File: config.mk
export PLATFORM = sky130hd
export DESIGN_NAME = arbitro_botoes
export DESIGN_NICKNAME = d
export VERILOG_FILES = /design/src/rtl/botoes_pkg.sv /design/src/rtl/fila_eventos.sv /design/src/rtl/arbitro_botoes.sv
export SDC_FILE = /design/constraint.sdc
export NUM_CORES = 1
export LEC_CHECK = 0
export CORE_MARGIN = 1.5
export CORE_UTILIZATION = 30
export DETAILED_ROUTE_END_ITERATION = 8
export PLACE_DENSITY = 0.53
export RECOVER_POWER = 50
export SLEW_MARGIN = 20
export SYNTH_ARGS = -nofsm -noshare
export SYNTH_HDL_FRONTEND = slang
export SYNTH_HIERARCHICAL = 1
export SYNTH_SLANG_ARGS = --single-unit
File: constraint.sdc
create_clock -name clk -period 7.6 [get_ports clk]
set_input_delay 1.14 -clock clk [delete_from_list [all_inputs] [get_ports clk]]
set_output_delay 1.14 -clock clk [all_outputs]
set_load 0.01 [all_outputs]
File: src/rtl/botoes_pkg.sv
// Shared definitions for the button event controller: per-button FSM states
// and the bit layout of one queued event.
package botoes_pkg;

  typedef enum logic [1:0] {
    OCIOSO      = 2'd0,
    PRESSIONADO = 2'd1,
    LONGO       = 2'd2
  } estado_t;

  // Event word: {index, longo}; the long flag sits in bit 0.
  localparam int EV_LONGO_BIT = 0;
  localparam int EV_IDX_LSB   = 1;

  function automatic int ev_largura(input int n_botoes);
    return $clog2(n_botoes) + 1;
  endfunction

endpackage

File: src/rtl/fila_eventos.sv
// Synchronous show-ahead FIFO: dout always presents the head entry while not empty.
module fila_eventos #(
  parameter int W     = 3,
  parameter int DEPTH = 4
) (
  input  logic                     clk,
  input  logic                     rst,
  input  logic                     push,
  input  logic [W-1:0]             din,
  input  logic                     pop,
  output logic [W-1:0]             dout,
  output logic                     vazio,
  output logic                     cheio,
  output logic [$clog2(DEPTH):0]   nivel
);
  localparam int AW = $clog2(DEPTH);
  localparam logic [AW:0] NIVEL_MAX = (AW + 1)'(DEPTH);

  logic [W-1:0]  r_mem [DEPTH];
  logic [AW-1:0] r_wr, r_rd;
  logic [AW:0]   r_nivel;
  logic          w_do_push, w_do_pop;

  assign vazio     = (r_nivel == '0);
  assign cheio     = (r_nivel == NIVEL_MAX);
  assign w_do_pop  = pop & ~vazio;
  assign w_do_push = push & (~cheio | w_do_pop);

  // NOTE: sequential state uses non-blocking assignments so every register
  // samples pre-edge values regardless of process evaluation order.
  always_ff @(posedge clk) begin
    if (rst) begin
      r_wr    <= '0;
      r_rd    <= '0;
      r_nivel <= '0;
    end else begin
      if (w_do_push) r_wr <= r_wr + 1'b1;
      if (w_do_pop)  r_rd <= r_rd + 1'b1;
      if (w_do_push && !w_do_pop)      r_nivel <= r_nivel + 1'b1;
      else if (!w_do_push && w_do_pop) r_nivel <= r_nivel - 1'b1;
    end
  end

  // NOTE: storage is left unreset; occupancy and pointers alone define what
  // is valid, and dout is forced to zero while empty.
  always_ff @(posedge clk) begin
    if (w_do_push) r_mem[r_wr] <= din;
  end

  assign dout  = vazio ? '0 : r_mem[r_rd];
  assign nivel = r_nivel;

endmodule

File: src/rtl/arbitro_botoes.sv
// Button event controller: classifies debounced presses as short or long,
// arbitrates them round-robin and queues them behind a valid/ready FIFO.
module arbitro_botoes
  import botoes_pkg::*;
#(
  parameter int N_BOTOES    = 4,
  parameter int LONG_CYCLES = 50_000_000,
  parameter int FIFO_DEPTH  = 4
) (
  input  logic                          clk,
  input  logic                          rst,
  input  logic [N_BOTOES-1:0]           b_pulso,
  input  logic [N_BOTOES-1:0]           b_hold,
  output logic                          ev_valid,
  input  logic                          ev_ready,
  output logic [$clog2(N_BOTOES)-1:0]   ev_botao,
  output logic                          ev_longo,
  output logic [$clog2(FIFO_DEPTH):0]   nivel,
  output logic                          overflow
);
  localparam int IW = $clog2(N_BOTOES);
  localparam int EW = ev_largura(N_BOTOES);
  localparam int CW = $clog2(LONG_CYCLES + 1);
  localparam logic [CW-1:0] CNT_LONGO = CW'(LONG_CYCLES - 1);

  logic [N_BOTOES-1:0] w_pend_v, w_pend_l, w_grant, w_drop;
  logic [IW-1:0]       r_rr, w_idx;
  logic                w_sel_longo, w_tem_grant, w_aceita, w_pop;
  logic                w_vazio, w_cheio, r_overflow;
  logic [EW-1:0]       w_din, w_dout;
  int                  w_j;

  for (genvar gi = 0; gi < N_BOTOES; gi++) begin : g_botao
    estado_t       r_estado, w_estado_prox;
    logic [CW-1:0] r_cnt, w_cnt_prox, w_cnt_inc;
    logic          w_posta, w_longo, r_pend_v, r_pend_l;

    assign w_cnt_inc = (r_cnt == '1) ? r_cnt : r_cnt + 1'b1;

    // NOTE: every output of a combinational process gets a default first, so
    // no path through the case can infer a latch.
    always_comb begin
      w_estado_prox = r_estado;
      w_cnt_prox    = r_cnt;
      w_posta       = 1'b0;
      w_longo       = 1'b0;
      unique case (r_estado)
        OCIOSO: begin
          if (b_pulso[gi]) begin
            w_estado_prox = PRESSIONADO;
            w_cnt_prox    = '0;
          end
        end
        PRESSIONADO: begin
          if (!b_hold[gi]) begin
            w_posta       = 1'b1;
            w_estado_prox = OCIOSO;
          end else begin
            w_cnt_prox = w_cnt_inc;
            if (w_cnt_inc >= CNT_LONGO) begin
              w_posta       = 1'b1;
              w_longo       = 1'b1;
              w_estado_prox = LONGO;
            end
          end
        end
        LONGO: begin
          if (!b_hold[gi]) w_estado_prox = OCIOSO;
        end
        default: w_estado_prox = OCIOSO;
      endcase
    end

    // A grant in the same cycle frees the pending slot for a new post.
    always_ff @(posedge clk) begin
      if (rst) begin
        r_estado <= OCIOSO;
        r_cnt    <= '0;
        r_pend_v <= 1'b0;
        r_pend_l <= 1'b0;
      end else begin
        r_estado <= w_estado_prox;
        r_cnt    <= w_cnt_prox;
        if (w_posta && (!r_pend_v || w_grant[gi])) begin
          r_pend_v <= 1'b1;
          r_pend_l <= w_longo;
        end else if (w_grant[gi]) begin
          r_pend_v <= 1'b0;
        end
      end
    end

    assign w_pend_v[gi] = r_pend_v;
    assign w_pend_l[gi] = r_pend_l;
    assign w_drop[gi]   = w_posta & r_pend_v & ~w_grant[gi];
  end

  assign w_pop    = ev_valid & ev_ready;
  assign w_aceita = ~w_cheio | w_pop;

  always_comb begin
    w_grant     = '0;
    w_idx       = '0;
    w_sel_longo = 1'b0;
    w_tem_grant = 1'b0;
    w_j         = 0;
    if (w_aceita) begin
      for (int k = 0; k < N_BOTOES; k++) begin
        w_j = int'(r_rr) + k;
        if (w_j >= N_BOTOES) w_j = w_j - N_BOTOES;
        if (!w_tem_grant && w_pend_v[w_j]) begin
          w_tem_grant   = 1'b1;
          w_grant[w_j]  = 1'b1;
          w_idx         = IW'(w_j);
          w_sel_longo   = w_pend_l[w_j];
        end
      end
    end
  end

  always_comb begin
    w_din                       = '0;
    w_din[EV_LONGO_BIT]         = w_sel_longo;
    w_din[EV_IDX_LSB +: IW]     = w_idx;
  end

  always_ff @(posedge clk) begin
    if (rst) begin
      r_rr       <= '0;
      r_overflow <= 1'b0;
    end else begin
      if (w_tem_grant) r_rr <= (w_idx == IW'(N_BOTOES - 1)) ? '0 : w_idx + 1'b1;
      if (|w_drop)     r_overflow <= 1'b1;
    end
  end

  fila_eventos #(
    .W     (EW),
    .DEPTH (FIFO_DEPTH)
  ) u_fila (
    .clk   (clk),
    .rst   (rst),
    .push  (w_tem_grant),
    .din   (w_din),
    .pop   (w_pop),
    .dout  (w_dout),
    .vazio (w_vazio),
    .cheio (w_cheio),
    .nivel (nivel)
  );

  assign ev_valid = ~w_vazio;
  assign ev_botao = w_dout[EV_IDX_LSB +: IW];
  assign ev_longo = w_dout[EV_LONGO_BIT];
  assign overflow = r_overflow;

endmodule

==> qor.txt <==
Synthesized net count - 1303
Root buffer cell - clkbuf_16
Max Cap Violations - 1
Clock Power Share - 0.404
Synth area leaders - dfxtp_1, a21oi_1, nor2_1
Worst-path clk slew - 60 ps
Final worst-path setup slack - 3480 ps
Non-filler cells, final - 1679
Area Growth Syn to Fin - 9.74%
Placed Cells - 1647
Sequential area share after synthesis - 0.306
Mapped Cells - 1278
Arr. time, crit path - 4480 ps
Synthesized cell area - 0.00980 mm^2
Max H-tree Level - 4
Final setup violation count - 0
Sw Share - 0.300
Storage element area - 0.00300 mm^2
Post-Route Setup TNS - 0 ps
Dpl hpwl - 17800 um
P_sw - 0.000604 W
#FFs+latches synth - 144
Post-synth top cells - nor2_1, dfxtp_1, nand2_1
EDFF count, synth - 12
ANT cells - 0
Routed length per instance - 15.5 um
I/O Pins - 19
Clock skew - 10.7 ps
Setup Crit Path Kind - primary input to register
Final Hold Viols - 0
CTS Buf Count - 17
Via count - 9402
Largest net degree at the start of global routing - 73
Footprint of the multi-input gates - 0.00632 mm^2
Starting Density - 0.307
Hold WC Path Type - register to register
Startpoint Class - primary input
Number of antenna violations at the first check in global routing - 0
Final Routed Wirelength - 26000 um
Cell with the most instances after synthesis - nor2_1
Hold path depth - 2
Slew margin rel. - -0.0729
CTS tree - yes
Post-synth top area share - 0.270
Buffers added on ports - 18
Vias in the first global route - 8596
Crit path to - u_fila/nivel[2]
Synth cell types - 90
Max-slew violations - 21
Longest Clk Path Bufs - 2
FMAX - 0.243 GHz
Period utilization - 0.543
Primary FF master, synth - dfxtp_1
CP Max Fanout - 8
WP data required - 7960 ps
Layout filler cell count - 3404
All-Layer GR Usage - 0.158
Worst reg-to-reg setup slack - 3760 ps
Crit path time final - 4120 ps
Synth area leader - dfxtp_1
Nets - 1256
Die H - 184 um
Reg2reg start - g_botao[2].r_cnt[0]
Total power - 0.00201 W
Critical Path Start - ev_ready
Syn Area/Cell - 7.67 um^2
Resized Gates After CTS - 0
Synth warn - 6
First-pass GRT wire length - 44000 um
RSZ-0062 raised after global routing - false
Core area - 0.0319 mm^2
Antenna viol nets, final - 0
Via-to-Cell Ratio - 5.60
Die area - 0.0338 mm^2
Synth async-reset ratio - 0
Status - finished with violations
Clock sink count - 144
Core Rows - 65
Power per Cell Area - 187 mW/mm^2
Clk_lat worst skew - 440 ps
Postcts setup bufs - 0
Die width - 184 um
Iter 0 DRT Violations - 668
Reg power frac - 0.421
CTS Hold Buffers Added - 0
Grt total ovfl - 0
Pre-CTS WS - 3490 ps
P_int - 0.00141 W
Worst flop-to-flop path endpoint - overflow
Crit path capture type - register
R2R depth - 10
Failing checks - max-capacitance violations, max-slew violations
DRC - 0
Worst VDD drop - 0.139 mV
GPL Wtd Cong - 0.840
First-pass DRT Iterations - 5
Slew of the pin with the lowest slew margin - 1610 ps
Fin util - 0.337
P_leak - 3.36 nW
Share of cells above drive strength 1 - 0.0555
Comb power frac - 0.174
## per-stage QoR
step	hold WS, ps	cell area (um^2)
global route	533	10800
global placement	476	10200
detailed placement	489	10200
finish	508	10800
floorplan	459	9800
CTS	504	10800
## routing by layer
metal / vias up / routed length (um) / GRT usage
met2: 118 / 12000 / 0.257
met1: 4515 / 13000 / 0.218
met4: 0 / 257 / 0.0407
met5: - / 0 / 0
li1: 4753 / - / -
met3: 16 / 730 / 0.0263
## worst max-delay path, cell delays in order
cell           delay [ps]
dlygate4sd3_1         520
nor2b_1               280
nor2b_1               210
a21oi_1               200
a21boi_0              660
ha_1                  310
inv_1                  60
fa_1                  370
xor2_1                160
or3_2                 410
a21oi_1               160
## worst min-delay path by stage
stage | start | end | slack, ps
final | g_botao[0].r_cnt[6] | g_botao[0].r_cnt[6] | 510
after global routing | g_botao[0].r_cnt[6] | g_botao[0].r_cnt[6] | 530
after CTS | u_fila/r_rd[1] | u_fila/r_rd[1] | 500
after global placement | u_fila/r_rd[1] | u_fila/r_rd[1] | 480
after detailed placement | u_fila/r_rd[1] | register | 490
after floorplan | u_fila/r_rd[1] | register | 460
## power by group through the flow
stage | clock (W) | combinational [W] | sequential [W]
finish | 0.000813 | 0.000351 | 0.000848
global route | 0.000873 | 0.000397 | 0.000854
CTS | 0.000843 | 0.000361 | 0.000849
detailed placement | 0 | 0.000360 | 0.000866
global placement | 0 | 0.000354 | 0.000866
floorplan | 0 | 0.000272 | 0.000845
## flip-flops by register name, indices dropped and copies added, names as in the netlist, named ones only
signal / cells
g_botao.r_cnt: 104
g_botao.r_estado: 8
g_botao.r_pend_l: 4
g_botao.r_pend_v: 4
overflow: 1
r_rr: 2
u_fila/nivel: 3
u_fila/r_mem: 12
u_fila/r_rd: 2
u_fila/r_wr: 2
## cells in the final DEF, fill, tap and decap left out, types with 8 or more instances in the layout
cell | synthesis | layout
a21oi_1 | 105 | 105
or3_1 | 12 | 12
nand3_1 | 47 | 47
nand2_1 | 107 | 107
o21ai_0 | 86 | 86
and3_1 | 29 | 29
a31oi_1 | 26 | 26
a22oi_1 | 22 | 22
mux2i_1 | 13 | 13
xnor2_1 | 13 | 13
dlygate4sd3_1 | 0 | 9
buf_4 | 3 | 9
clkbuf_16 | 0 | 17
nor2_1 | 139 | 139
and4_1 | 20 | 20
edfxtp_1 | 12 | 12
nor2b_1 | 14 | 14
clkdlybuf4s50_1 | 0 | 8
nand2b_1 | 17 | 17
a21o_1 | 11 | 11
ha_1 | 13 | 13
xor2_1 | 20 | 20
mux4_2 | 8 | 8
inv_1 | 23 | 23
nor3_1 | 45 | 45
or4_1 | 11 | 11
o211ai_1 | 8 | 8
a211oi_1 | 24 | 24
dfxtp_1 | 132 | 132
and2_0 | 0 | 8
and2_1 | 21 | 17
a311oi_1 | 37 | 37
nand4_1 | 38 | 38
a41oi_1 | 8 | 8
nor4_1 | 20 | 20
## area by class of cell
| cell class | count | area share |
|---|---|---|
| multi-input cells | 1018 | 0.588 |
| clock buffers | 18 | 0.0399 |
| flip-flops and latches | 144 | 0.279 |
| clock inverters | 14 | 0.0121 |
| well taps | 435 | 0.0506 |
| inverters | 24 | 0.00838 |
| repair buffers | 26 | 0.0221 |
## cell families after synthesis
group | count (synthesis) | synth area share
xor+xnor | 33 | 0.0295
simple gates | 556 | 0.298
fa+ha+maj | 14 | 0.0186
mux | 24 | 0.0355
flops | 144 | 0.306
buf+inv | 116 | 0.0465
compound gates | 391 | 0.265
Note: power is estimated with default switching activity, not from simulation.
